### src/rtl/video_pkg.sv
// video_pkg: shared raster presets, sync-level helper and the per-pixel signal bundle
package video_pkg;
  localparam int VGA_H_ACTIVE = 640;
  localparam int VGA_H_BACK   = 48;
  localparam int VGA_H_FRONT  = 16;
  localparam int VGA_H_SYNC   = 96;
  localparam int VGA_V_ACTIVE = 480;
  localparam int VGA_V_BACK   = 33;
  localparam int VGA_V_FRONT  = 10;
  localparam int VGA_V_SYNC   = 2;
  localparam int VGA_H_TOTAL  = VGA_H_ACTIVE + VGA_H_BACK + VGA_H_FRONT + VGA_H_SYNC;
  localparam int VGA_V_TOTAL  = VGA_V_ACTIVE + VGA_V_BACK + VGA_V_FRONT + VGA_V_SYNC;
  localparam int VGA_H_CNT_W  = $clog2(VGA_H_TOTAL);
  localparam int VGA_V_CNT_W  = $clog2(VGA_V_TOTAL);
  localparam int SVGA_H_ACTIVE = 800;
  localparam int SVGA_H_BACK   = 88;
  localparam int SVGA_H_FRONT  = 40;
  localparam int SVGA_H_SYNC   = 128;
  localparam int SVGA_V_ACTIVE = 600;
  localparam int SVGA_V_BACK   = 23;
  localparam int SVGA_V_FRONT  = 1;
  localparam int SVGA_V_SYNC   = 4;
  localparam int SVGA_H_TOTAL  = SVGA_H_ACTIVE + SVGA_H_BACK + SVGA_H_FRONT + SVGA_H_SYNC;
  localparam int SVGA_V_TOTAL  = SVGA_V_ACTIVE + SVGA_V_BACK + SVGA_V_FRONT + SVGA_V_SYNC;
  localparam int SVGA_H_CNT_W  = $clog2(SVGA_H_TOTAL);
  localparam int SVGA_V_CNT_W  = $clog2(SVGA_V_TOTAL);
  typedef struct packed {
    logic h_sync;
    logic v_sync;
    logic active;
    logic line_start;
    logic frame_start;
  } vid_sig_t;
  function automatic logic sync_level_f(input logic active, input logic pol);
    return active ? pol : ~pol;
  endfunction
endpackage

### src/rtl/video_delay_line.sv
// video_delay_line: enable-gated shift register with asynchronous reset to a fixed value
module video_delay_line #(
  parameter int DEPTH = 1,
  parameter int W = 1,
  parameter logic [W-1:0] RST_VAL = '0
) (
  input  logic         clk,
  input  logic         rst,
  input  logic         en,
  input  logic [W-1:0] d,
  output logic [W-1:0] q
);
  logic [DEPTH-1:0][W-1:0] sr_q, sr_d;
  always_comb begin
    sr_d = sr_q;
    if (en) begin
      sr_d[0] = d;
      for (int i = 1; i < DEPTH; i++) sr_d[i] = sr_q[i-1];
    end
  end
  always_ff @(posedge clk or posedge rst) begin
    if (rst) sr_q <= {DEPTH{RST_VAL}};
    else sr_q <= sr_d;
  end
  assign q = sr_q[DEPTH-1];
endmodule

### src/rtl/video_timing_gen.sv
// video_timing_gen: parametrised raster timing with replicated, multiplier-free framebuffer addressing
module video_timing_gen
  import video_pkg::*;
#(
  parameter int   H_ACTIVE   = VGA_H_ACTIVE,
  parameter int   H_BACK     = VGA_H_BACK,
  parameter int   H_FRONT    = VGA_H_FRONT,
  parameter int   H_SYNC     = VGA_H_SYNC,
  parameter int   V_ACTIVE   = VGA_V_ACTIVE,
  parameter int   V_BACK     = VGA_V_BACK,
  parameter int   V_FRONT    = VGA_V_FRONT,
  parameter int   V_SYNC     = VGA_V_SYNC,
  parameter logic SYNC_POL   = 1'b0,
  parameter int   SCALE_LOG2 = 2,
  parameter int   RD_LATENCY = 1,
  parameter int   ADDR_W     = 15,
  parameter int   H_CNT_W    = $clog2(H_ACTIVE + H_BACK + H_FRONT + H_SYNC),
  parameter int   V_CNT_W    = $clog2(V_ACTIVE + V_BACK + V_FRONT + V_SYNC)
) (
  input  logic              clk,
  input  logic              rst,
  input  logic              pix_en,
  output logic [ADDR_W-1:0] fb_addr,
  output logic              fb_rd_en,
  output logic              h_sync,
  output logic              v_sync,
  output logic              active,
  output logic              line_start,
  output logic              frame_start
);
  localparam int H_TOTAL = H_ACTIVE + H_BACK + H_FRONT + H_SYNC;
  localparam int V_TOTAL = V_ACTIVE + V_BACK + V_FRONT + V_SYNC;
  localparam int FB_W = H_ACTIVE >> SCALE_LOG2;
  localparam logic [H_CNT_W-1:0] H_LAST    = H_CNT_W'(H_TOTAL - 1);
  localparam logic [H_CNT_W-1:0] H_ACT_LO  = H_CNT_W'(H_BACK);
  localparam logic [H_CNT_W-1:0] H_ACT_HI  = H_CNT_W'(H_BACK + H_ACTIVE);
  localparam logic [H_CNT_W-1:0] H_SYNC_LO = H_CNT_W'(H_BACK + H_ACTIVE + H_FRONT);
  localparam logic [H_CNT_W-1:0] X_LAST    = H_CNT_W'(H_ACTIVE - 1);
  localparam logic [H_CNT_W-1:0] H_MASK    = H_CNT_W'((1 << SCALE_LOG2) - 1);
  localparam logic [V_CNT_W-1:0] V_LAST    = V_CNT_W'(V_TOTAL - 1);
  localparam logic [V_CNT_W-1:0] V_ACT_LO  = V_CNT_W'(V_BACK);
  localparam logic [V_CNT_W-1:0] V_ACT_HI  = V_CNT_W'(V_BACK + V_ACTIVE);
  localparam logic [V_CNT_W-1:0] V_SYNC_LO = V_CNT_W'(V_BACK + V_ACTIVE + V_FRONT);
  localparam logic [V_CNT_W-1:0] V_MASK    = V_CNT_W'((1 << SCALE_LOG2) - 1);
  localparam logic [ADDR_W-1:0]  FB_W_A    = ADDR_W'(FB_W);
  localparam vid_sig_t IDLE = '{h_sync: ~SYNC_POL, v_sync: ~SYNC_POL, default: 1'b0};
  if (H_ACTIVE % (1 << SCALE_LOG2) != 0) begin : g_bad_scale
    $error("H_ACTIVE must be a multiple of 2**SCALE_LOG2");
  end
  if (longint'(FB_W) * longint'(V_ACTIVE >> SCALE_LOG2) > (longint'(1) << ADDR_W)) begin : g_bad_addr
    $error("framebuffer does not fit in ADDR_W bits");
  end
  if (H_CNT_W < $clog2(H_TOTAL) || V_CNT_W < $clog2(V_TOTAL)) begin : g_bad_cnt
    $error("counter width too small for the line or frame total");
  end
  logic [H_CNT_W-1:0] h_cnt_q, h_cnt_d, h_n, x_n;
  logic [V_CNT_W-1:0] v_cnt_q, v_cnt_d, v_n, y_n;
  logic [ADDR_W-1:0] col_q, col_d, row_base_q, row_base_d, fb_addr_q, fb_addr_d, row_next;
  logic started_q, started_d, fb_rd_en_q, fb_rd_en_d;
  logic h_last, v_last, act_n, line_end, wrap;
  vid_sig_t s0_q, s0_d, s_out;
  // started_q makes the first enabled step after reset land on (0,0) instead of (1,0)
  always_comb begin
    h_last = h_cnt_q == H_LAST;
    v_last = v_cnt_q == V_LAST;
    h_n = (!started_q || h_last) ? '0 : h_cnt_q + H_CNT_W'(1);
    v_n = !started_q ? '0 : !h_last ? v_cnt_q : v_last ? '0 : v_cnt_q + V_CNT_W'(1);
    x_n = h_n - H_ACT_LO;
    y_n = v_n - V_ACT_LO;
    act_n = h_n >= H_ACT_LO && h_n < H_ACT_HI && v_n >= V_ACT_LO && v_n < V_ACT_HI;
    line_end = act_n && x_n == X_LAST;
    wrap = h_n == '0 && v_n == '0;
    row_next = ((y_n & V_MASK) == V_MASK) ? row_base_q + FB_W_A : row_base_q;
    h_cnt_d = pix_en ? h_n : h_cnt_q;
    v_cnt_d = pix_en ? v_n : v_cnt_q;
    started_d = started_q | pix_en;
    col_d = !pix_en ? col_q : wrap ? '0 : line_end ? row_next :
            (act_n && (x_n & H_MASK) == H_MASK) ? col_q + ADDR_W'(1) : col_q;
    row_base_d = !pix_en ? row_base_q : wrap ? '0 : line_end ? row_next : row_base_q;
    fb_addr_d = !pix_en ? fb_addr_q : act_n ? col_q : '0;
    fb_rd_en_d = pix_en && act_n;
    s0_d = !pix_en ? s0_q : '{h_sync:      sync_level_f(h_n >= H_SYNC_LO, SYNC_POL),
                              v_sync:      sync_level_f(v_n >= V_SYNC_LO, SYNC_POL),
                              active:      act_n,
                              line_start:  act_n && x_n == '0,
                              frame_start: act_n && x_n == '0 && y_n == '0};
  end
  always_ff @(posedge clk or posedge rst) begin
    if (rst) begin
      h_cnt_q <= '0;
      v_cnt_q <= '0;
      started_q <= 1'b0;
      col_q <= '0;
      row_base_q <= '0;
      fb_addr_q <= '0;
      fb_rd_en_q <= 1'b0;
      s0_q <= IDLE;
    end else begin
      h_cnt_q <= h_cnt_d;
      v_cnt_q <= v_cnt_d;
      started_q <= started_d;
      col_q <= col_d;
      row_base_q <= row_base_d;
      fb_addr_q <= fb_addr_d;
      fb_rd_en_q <= fb_rd_en_d;
      s0_q <= s0_d;
    end
  end
  if (RD_LATENCY == 0) begin : g_nodly
    assign s_out = s0_q;
  end else begin : g_dly
    video_delay_line #(.DEPTH(RD_LATENCY), .W($bits(vid_sig_t)), .RST_VAL(IDLE)) u_dly (
      .clk(clk), .rst(rst), .en(pix_en), .d(s0_q), .q(s_out)
    );
  end
  assign fb_addr = fb_addr_q;
  assign fb_rd_en = fb_rd_en_q;
  assign h_sync = s_out.h_sync;
  assign v_sync = s_out.v_sync;
  assign active = s_out.active;
  assign line_start = s_out.line_start;
  assign frame_start = s_out.frame_start;
endmodule

### config.mk
export PLATFORM = sky130hd
export DESIGN_NAME = video_timing_gen
export DESIGN_NICKNAME = d
export VERILOG_FILES = /design/src/rtl/video_pkg.sv /design/src/rtl/video_delay_line.sv /design/src/rtl/video_timing_gen.sv
export SDC_FILE = /design/constraint.sdc
export NUM_CORES = 1
export LEC_CHECK = 0
export CORE_UTILIZATION = 45
export DETAILED_ROUTE_END_ITERATION = 12
export GPL_TIMING_DRIVEN = 0
export MAX_ROUTING_LAYER = met4
export SYNTH_ARGS = -nofsm -noshare
export SYNTH_HDL_FRONTEND = slang
export SYNTH_SLANG_ARGS = --single-unit
### constraint.sdc
create_clock -name clk -period 5.45 [get_ports clk]
set_input_delay 1.09 -clock clk [delete_from_list [all_inputs] [get_ports clk]]
set_output_delay 1.09 -clock clk [all_outputs]
set_load 0.05 [all_outputs]
==> run summary, run 1 <==
HPWL after DPL: 9107 µm
critical path class: flip-flop to flip-flop
initial antenna violation count: 0
root buffer cell: clkbuf_8
diode count: 0
CP Capture Point: col_q[6]
Fill cells: 895
Ports: 24
vias post-DR: 4196
Max-slew headroom: 0.4531
setup slack, reg-to-reg: 1.13 ns
mapped cell area: 4619 µm²
sequential share of power: 0.410
synthesized area per cell: 8.935 µm²
Top Layer Used: met4
gpl congestion: 0.8805
CP endpoint kind: flip-flop
Placed Cells: 673
ys async rst share: 1.000
CP arrival: 4.55 ns
Worst Path Required: 5.67 ns
Die X: 103.3 µm
worst vdd ir: 0.1635 mV
CTS tree: yes
final hold vios: 0
Area Overhead vs Synth: 14.57%
clk_lat worst skew: 0.37 ns
share of layout cells above drive strength 1: 0.1135
met2 WL: 6055 µm
largest net degree at the start of global routing: 44
switch share: 0.3052
# DRC: 0
vias in the first global route: 4073
Setup WS post-layout: 1.127 ns
postcts setup bufs: 0
largest area contributor in the netlist: dfrtp_1
met3 wire len: 658 µm
first-pass GRT wire length: 20750 µm
Yosys top cell area share: 0.3684
initial drt markers: 178
GRT Util Overall: 0.2663
grt ovf: 0
FF-to-FF End: col_q[6]
vias per std cell: 6.099
met1 WL: 5619 µm
post-cts sizing count: 0
Sw Pwr: 0.4463 mW
worst min path class: flip-flop to flip-flop
Synth area leaders: dfrtp_1 37%, o21ai_0 5.1%, nand2_1 4.6%, o2bb2ai_1 3.6%, mux2_2 3.4%
Mapped Cells: 517
RR Startpoint: h_cnt_q[1]
final hold slack: 0.4856 ns
critical path fanouts, max: 10
Synth Flop Type: dfrtp_1
Clock Tree Buf Depth: 2
Core Area: 9864 µm²
Synth warnings: 0
crit path time final: 4.323 ns
full die area: 10680 µm²
CTS hold repair buffers: 0
DR pass1 iterations: 4
outcome: completed
# Max-Cap Violations: 0
setup_tns: 0 ns
EDFF count, synth: 0
Max Slew Vio Count: 0
syn nets: 525
num rows: 36
clock share of power: 0.390
Worst Tran Pin Value: 0.8141 ns
Comb power frac: 0.199
RSZ-0062 raised after global routing: no
nets: 559
Final setup viols: 0
critical path launch point: h_cnt_q[1]
DR WL/cell: 18.31 µm
Synth Register Bits: 72
post-route non-filler standard cell count: 688
cells on worst reg2reg path: 12
register area share after synthesis: 0.3911
DRT antenna net count: 0
Initial Util: 0.4683
TritonCTS Buffers: 9
Port Buffers: 22
PD cells: 276.3 nW/µm²
period utilisation layout: 0.7933
Worst-path clk slew: 0.09 ns
Die Ht: 103.3 µm
H-Tree Depth: 3
FMAX: 231.3 MHz
pre-CTS setup slack: 1.270 ns
startpoint types: flip-flop
Clock Sink Count: 72
final WL: 12600 µm
Final Skew: 0.01161 ns
internal power: 1.016 mW
synth cell count leaders: 68 x dfrtp_1, 56 x nand2_1, 47 x o21ai_0
top-count cell post-synth: dfrtp_1
P_leak: 2.121 nW
Cell variety after synth: 69
cells by family (layout without fill, tap and decap cells):
kind of cell,Yosys count,in the layout,share of synthesized area
AND/OR/NAND/NOR,195,195,0.2373
AO/OA/AOI/OAI,157,157,0.2348
flip-flops,72,72,0.3911
buffers and inverters,52,90,0.04577
multiplexers,20,20,0.04713
XOR/XNOR,16,16,0.03033
adder cells (fa/ha/maj),5,5,0.01354
through the flow:
step                utilization  power [mW]  area (µm²)
floorplan                     -      0.8218        4619
global placement         0.5075      0.8903        5006
finish                   0.5365       1.462        5293
global route             0.5365       1.532        5293
CTS                      0.5365       1.467        5293
detailed placement       0.5105      0.8972        5036
final cells by class:
class / instances / area (µm²) / share of cell area
multi-input cells: 393 / 2601 / 0.4915
flip-flops and latches: 72 / 1807 / 0.3414
repair buffers: 23 / 247.7 / 0.04681
well taps: 133 / 166.4 / 0.03144
plain buffers: 38 / 158.9 / 0.03002
clock inverters: 5 / 128.9 / 0.02435
clock buffers: 10 / 127.6 / 0.02411
inverters: 14 / 55.05 / 0.01040
routing by layer:
layer	up-vias	track usage
met5	-	-
met4	0	0.09751
met3	26	0.05578
met2	120	0.4236
met1	2047	0.3359
li1	2003	-
worst min path at each step:
stage / from / endpoint / cells after the start
global placement: s0_q[2] / s0_q[2] / 1
CTS: s0_q[2] / s0_q[2] / 1
global route: s0_q[2] / s0_q[2] / 1
detailed placement: s0_q[2] / s0_q[2] / 1
finish: s0_q[2] / s0_q[2] / 1
floorplan: s0_q[1] / s0_q[1] / 2
cells in the final DEF, fill, tap and decap left out, types with 13 or more instances in the layout:
cell type and n:
a21oi_1 21, and3_1 14, buf_2 13, clkbuf_1 22, clkdlybuf4s50_1 22, dfrtp_1 68
mux2_2 14, nand2_1 56, nand3_1 21, nor2_1 26, o21ai_0 47, o2bb2ai_1 19
o31ai_1 17
registers in the layout, summed over array words and instances, names as in the netlist:
| name | count |
|---|---|
| s0_q | 5 |
| started_q | 1 |
| fb_rd_en | 1 |
| fb_addr | 15 |
| row_base_q | 10 |
| col_q | 15 |
| h_cnt_q | 10 |
| g_dly.u_dly.q | 5 |
| v_cnt_q | 10 |
critical path, stage by stage, from the launching register on:
cell      delay (ns)
dfrtp_1         0.47
ha_1            0.26
nand4_1         0.26
nor3_1          0.75
nor2_1          0.29
a221o_1         0.56
nor3_1          0.27
and4_1          0.21
buf_2           0.23
clkbuf_1        0.41
o31ai_1         0.17
o21ai_0         0.19
o21ai_0         0.11
power groups by stage:
stage | clock network, mW | registers, mW | logic (mW)
finish | 0.571 | 0.600 | 0.292
floorplan | 0 | 0.607 | 0.215
global route | 0.604 | 0.604 | 0.324
global placement | 0 | 0.609 | 0.281
CTS | 0.579 | 0.599 | 0.290
detailed placement | 0 | 0.609 | 0.288
No activity file was read; power rests on OpenSTA's default activity.
==> run 2, diff against run 1 <==
Clock period 5.45 ns to 4 ns, I/O delays scaled along.
==> run 2 against run 1 <==
Net effect: worst setup slack lost 0.84 ns; hold slack is essentially flat; combinational power grew 38%; non-clock buffer count grew 2; sequential share of layout area shrank 0.44 points; sequential power grew 37%; design area grew 1.3%; via count grew 0.36%; global-route usage is essentially flat; register-to-register slack lost 0.84 ns; clock skew shrank 0.0027 ns; critical path type unchanged; largest cell class unchanged.
==> run summary, run 2 (same netlist as run 1, synthesis figures left out) <==
Max Slew Vio Count: 0 (unchanged)
critical path fanouts, max: 10 (unchanged)
PD cells: 372.8 nW/µm² (+35%)
worst vdd ir: 0.2210 mV (+35%)
Final setup viols: 0 (unchanged)
nets: 561 (+0.36%)
share of layout cells above drive strength 1: 0.1329 (+0.01934)
num rows: 36 (unchanged)
Initial Util: 0.4683 (unchanged)
Port Buffers: 22 (unchanged)
WP depth: 11 (-1)
Clock Sink Count: 72 (unchanged)
final WL: 12660 µm (+0.51%)
critical path launch point: v_cnt_q[5]
Crit path largest cell delay: 0.60 ns (-0.15 ns)
pre-CTS setup slack: -0.1798 ns (-1.450 ns)
critical path class: flip-flop to flip-flop
worst min path class: flip-flop to flip-flop
P_leak: 2.160 nW (+1.9%)
Final Skew: 0.008882 ns (-0.002730 ns)
CP Capture Point: col_q[2]
# DRC: 0 (unchanged)
RR Startpoint: v_cnt_q[5]
Worst-path clk slew: 0.08 ns (about the same)
full die area: 10680 µm² (unchanged)
DR pass1 iterations: 6 (+2)
Worst Path Required: 4.27 ns (-1.40 ns)
setup slack, reg-to-reg: 0.29 ns (-0.84 ns)
Die X: 103.3 µm (unchanged)
Max-slew headroom: 0.5345 (+0.08141)
Core Area: 9864 µm² (unchanged)
placed instance area: 5036 µm² (unchanged)
CP arrival: 3.98 ns (-0.57 ns)
largest net degree at the start of global routing: 44 (unchanged)
diode count: 0 (unchanged)
Worst Tran Pin Value: 0.6982 ns (-0.1159 ns)
# Max-Cap Violations: 0 (unchanged)
Slowest cell on crit path: or4_1
Area Overhead vs Synth: 16.06%
most common cell after layout, fill and taps aside: dfrtp_1
CP Buf/Inv Count: 2 (unchanged)
vias in the first global route: 4068 (-0.12%)
first-pass GRT wire length: 20730 µm (about the same)
Setup WS post-layout: 0.2880 ns (-0.8385 ns)
vias post-DR: 4211 (+0.36%)
H-Tree Depth: 3 (unchanged)
grt ovf: 0 (unchanged)
RSZ-0062 raised after global routing: no
commonest non-fill, non-tap cells in the layout: 68 x dfrtp_1, 56 x nand2_1, 46 x o21ai_0
Ports: 24 (unchanged)
CP cell instances: or4_1, nor4_4, o21ai_1, a221o_1, o31ai_2, a2111oi_4, buf_4, o21ai_2, buf_2, o21ai_0, nor3_1
startpoint types: flip-flop
CP endpoint kind: flip-flop
HPWL after DPL: 9107 µm (unchanged)
FMAX: 269.4 MHz (+16%)
DR WL/cell: 18.35 µm (+0.22%)
delay-heaviest family, CP: compound AO/OA/AOI/OAI gates
root buffer cell: clkbuf_8
outcome: completed
fin area: 5361 µm² (+1.3%)
FF-to-FF End: col_q[2]
initial antenna violation count: 0 (unchanged)
clk_lat worst skew: 0.36 ns (about the same)
final hold vios: 0 (unchanged)
vias per std cell: 6.103 (about the same)
cells on worst reg2reg path: 11 (-1)
Clock Tree Buf Depth: 2 (unchanged)
CTS hold repair buffers: 0 (unchanged)
Die Ht: 103.3 µm (unchanged)
GRT Util Overall: 0.2662 (about the same)
crit path time final: 3.712 ns (-0.6115 ns)
TritonCTS Buffers: 9 (unchanged)
DRT antenna net count: 0 (unchanged)
initial drt markers: 182 (+2.2%)
gpl congestion: 0.8805 (unchanged)
period utilisation layout: 0.9280 (+0.1347)
CTS tree: yes
==> run 2: changes by cell type in the layout (fill, tap and decap cells not counted), sizes merged <==
cell    previous run  this run
clkbuf            31        32
buf               18        19
==> run 2: cell type report <==
cell class                      count  area, µm²
Fill cell                         892       4503
Tap cell                          133      166.4
Inverter                           14      55.05
Buffer                             38      163.9
Timing Repair Buffer               25      262.8
Clock inverter                      5      128.9
Clock buffer                       10      127.6
Multi-Input combinational cell    393       2650
Sequential cell                    72       1807
==> run 2: per-stage QoR <==
step                      power (mW)  setup TNS [ns]  utilization  std cells  hold slack, ns
after global routing           2.095               0       0.5435        690          0.5086
after detailed placement       1.222          -1.820       0.5105        673          0.4674
after global placement         1.213          -2.483       0.5075        672          0.4567
after floorplan                1.120               0            -        517          0.4476
after CTS                      2.000               0       0.5370        688          0.4857
final                          1.999               0       0.5435        690          0.4857
==> run 2: power breakdown <==
part	switching [mW]	internal, mW
combinational	0.262	0.140
clock	0.300	0.477
sequential	0.0510	0.769
==> run 2: worst min path at each step <==
stage               startpoint       to  slack [ns]  cells after the start
global placement       s0_q[2]  s0_q[2]        0.46                      1
floorplan              s0_q[1]  s0_q[1]        0.45                      2
CTS                    s0_q[2]  s0_q[2]        0.49                      1
detailed placement     s0_q[2]  s0_q[2]        0.47                      1
finish                 s0_q[2]  s0_q[2]        0.49                      1
global route           s0_q[2]  s0_q[2]        0.51                      1
==> run 2: worst register-to-register path, cell delays in order (launching register included) <==
cell and delay [ns]:
dfrtp_1 0.46, or4_1 0.60, nor4_4 0.36, o21ai_1 0.22
a221o_1 0.47, o31ai_2 0.40, a2111oi_4 0.12, buf_4 0.18
o21ai_2 0.25, buf_2 0.28, o21ai_0 0.13, nor3_1 0.16
==> run 2: timing repair <==
item	CTS	global route
pin swaps	0	3
setup endpoints to repair	19	31
hold endpoints to repair	0	0
resized for setup	1	15
buffers inserted	0	2
==> run 2: layer usage <==
layer	up-vias	wire length (µm)	track usage
met5	-	0	-
met1	2086	5767	0.3355
met3	27	543	0.05578
met4	0	267	0.09751
met2	92	6083	0.4236
li1	2006	-	-
==> RTL edit: new RTL, config.mk and constraints of run 2 <==
The output `fb_rd_en` loses its register stage (`fb_rd_en_q` becomes a continuous assignment).
--- a/src/rtl/video_timing_gen.sv
+++ b/src/rtl/video_timing_gen.sv
@@ -94,5 +94,4 @@
       row_base_q <= '0;
       fb_addr_q <= '0;
-      fb_rd_en_q <= 1'b0;
       s0_q <= IDLE;
     end else begin
@@ -103,8 +102,9 @@
       row_base_q <= row_base_d;
       fb_addr_q <= fb_addr_d;
-      fb_rd_en_q <= fb_rd_en_d;
       s0_q <= s0_d;
     end
   end
+
+  assign fb_rd_en_q = fb_rd_en_d;
   if (RD_LATENCY == 0) begin : g_nodly
     assign s_out = s0_q;
Formal check against the unedited RTL: no difference found for any inputs over 10 cycles, from zero or initial values and one cycle with rst high; that may be too few to reach the edited logic, so the function may still have changed.
==> RTL edit against run 2 <==
Routed wire length shrank 1.2%. Worst setup slack lost 160 ps. Total power grew 3.8%. Sequential share of layout area is 1.1 points lower. Highest routed layer unchanged. Synthesized area increased by 1.2%. Clock skew is 1.5 ps higher. Sequential cell count decreased by 1. Non-clock buffer count rose by 6. Critical endpoint is now fb_rd_en. Clock power fell by 29%. Cell area rose by 1.9%.
==> RTL edit: results <==
[run_status]
status = "complete, no violations"

[final_layout]
nClkBuffers = 11
multi_input_comb_cells = 381
inv_count = 18
final_nets = 558
drive_gt1_share_pct = 18.4
buf_share_pct = 9.57

[worst_setup_path]
startpoint = "h_cnt_q[6]$_DFFE_PP0P_"
crit_path_max_fanout = 9
r2r-end = "row_base_q[7]$_DFFE_PP0P_"

[die]
dieArea_um2 = 10800

[pwr]
ir_drop_mv = 0.270
p_leak_nw = 2.16

[global_routing]
grt_first_pass_wirelength_mm = 20.9
grt_pass1_vias = 4117

[placed_design]
place_congestion = 0.894
io_buffers = 23
dpl.hpwl_mm = 8.92

[sta]
relSlewSlack_pct = 53.3
skew_ps = 10.3

[logic_synthesis]
synth_fa_ha_area_share_pct = 1.34
yosys.area_share.xor_xnor_pct = 3.72
synth_compound_area_share_pct = 24.9
synth.distinct_cells = 83
synth_common_cells = "67 x dfrtp_1, 59 x nand2_1, 27 x nor2_1"

[drt]
drt-initial-drc-count = 185
wl_mm = 12.5
vias_per_cell = 5.98

[cts]
clock_sinks = 71
cts_setup_buffers = 1
[RTL edit: through the flow]
stage	setup WS [ps]	std cells	hold slack, ps	cell area, um2
finish	125	688	491	5470
floorplan	190	507	448	4670
global route	2.97	688	502	5470
CTS	18.9	680	487	5370
global placement	-452	663	458	5070
detailed placement	-446	664	468	5100
[RTL edit: worst max-delay path, cell delays in order, from the launching register on]
cell,delay (ps)
dfrtp_1,380
buf_6,140
or3_4,440
or3_4,440
nor3_4,260
xnor2_4,200
and4_4,260
buf_6,130
o21ai_2,70
buf_6,140
nor2_4,90
buf_6,170
[RTL edit: power by group]
part           switching [mW]  leakage, nW  total, mW  internal (mW)
clock network           0.291       0.0873      0.548          0.257
registers              0.0684        0.883      0.861          0.793
logic                   0.418         1.19      0.665          0.247
[RTL edit: layer usage]
metal | vias up | share of wire (%) | global-route usage (%)
met4 | 0 | 1.9 | 8.27
li1 | 1997 | - | -
met2 | 103 | 48 | 40.2
met1 | 1989 | 46 | 31.3
met5 | - | 0 | -
met3 | 22 | 3.8 | 4.07
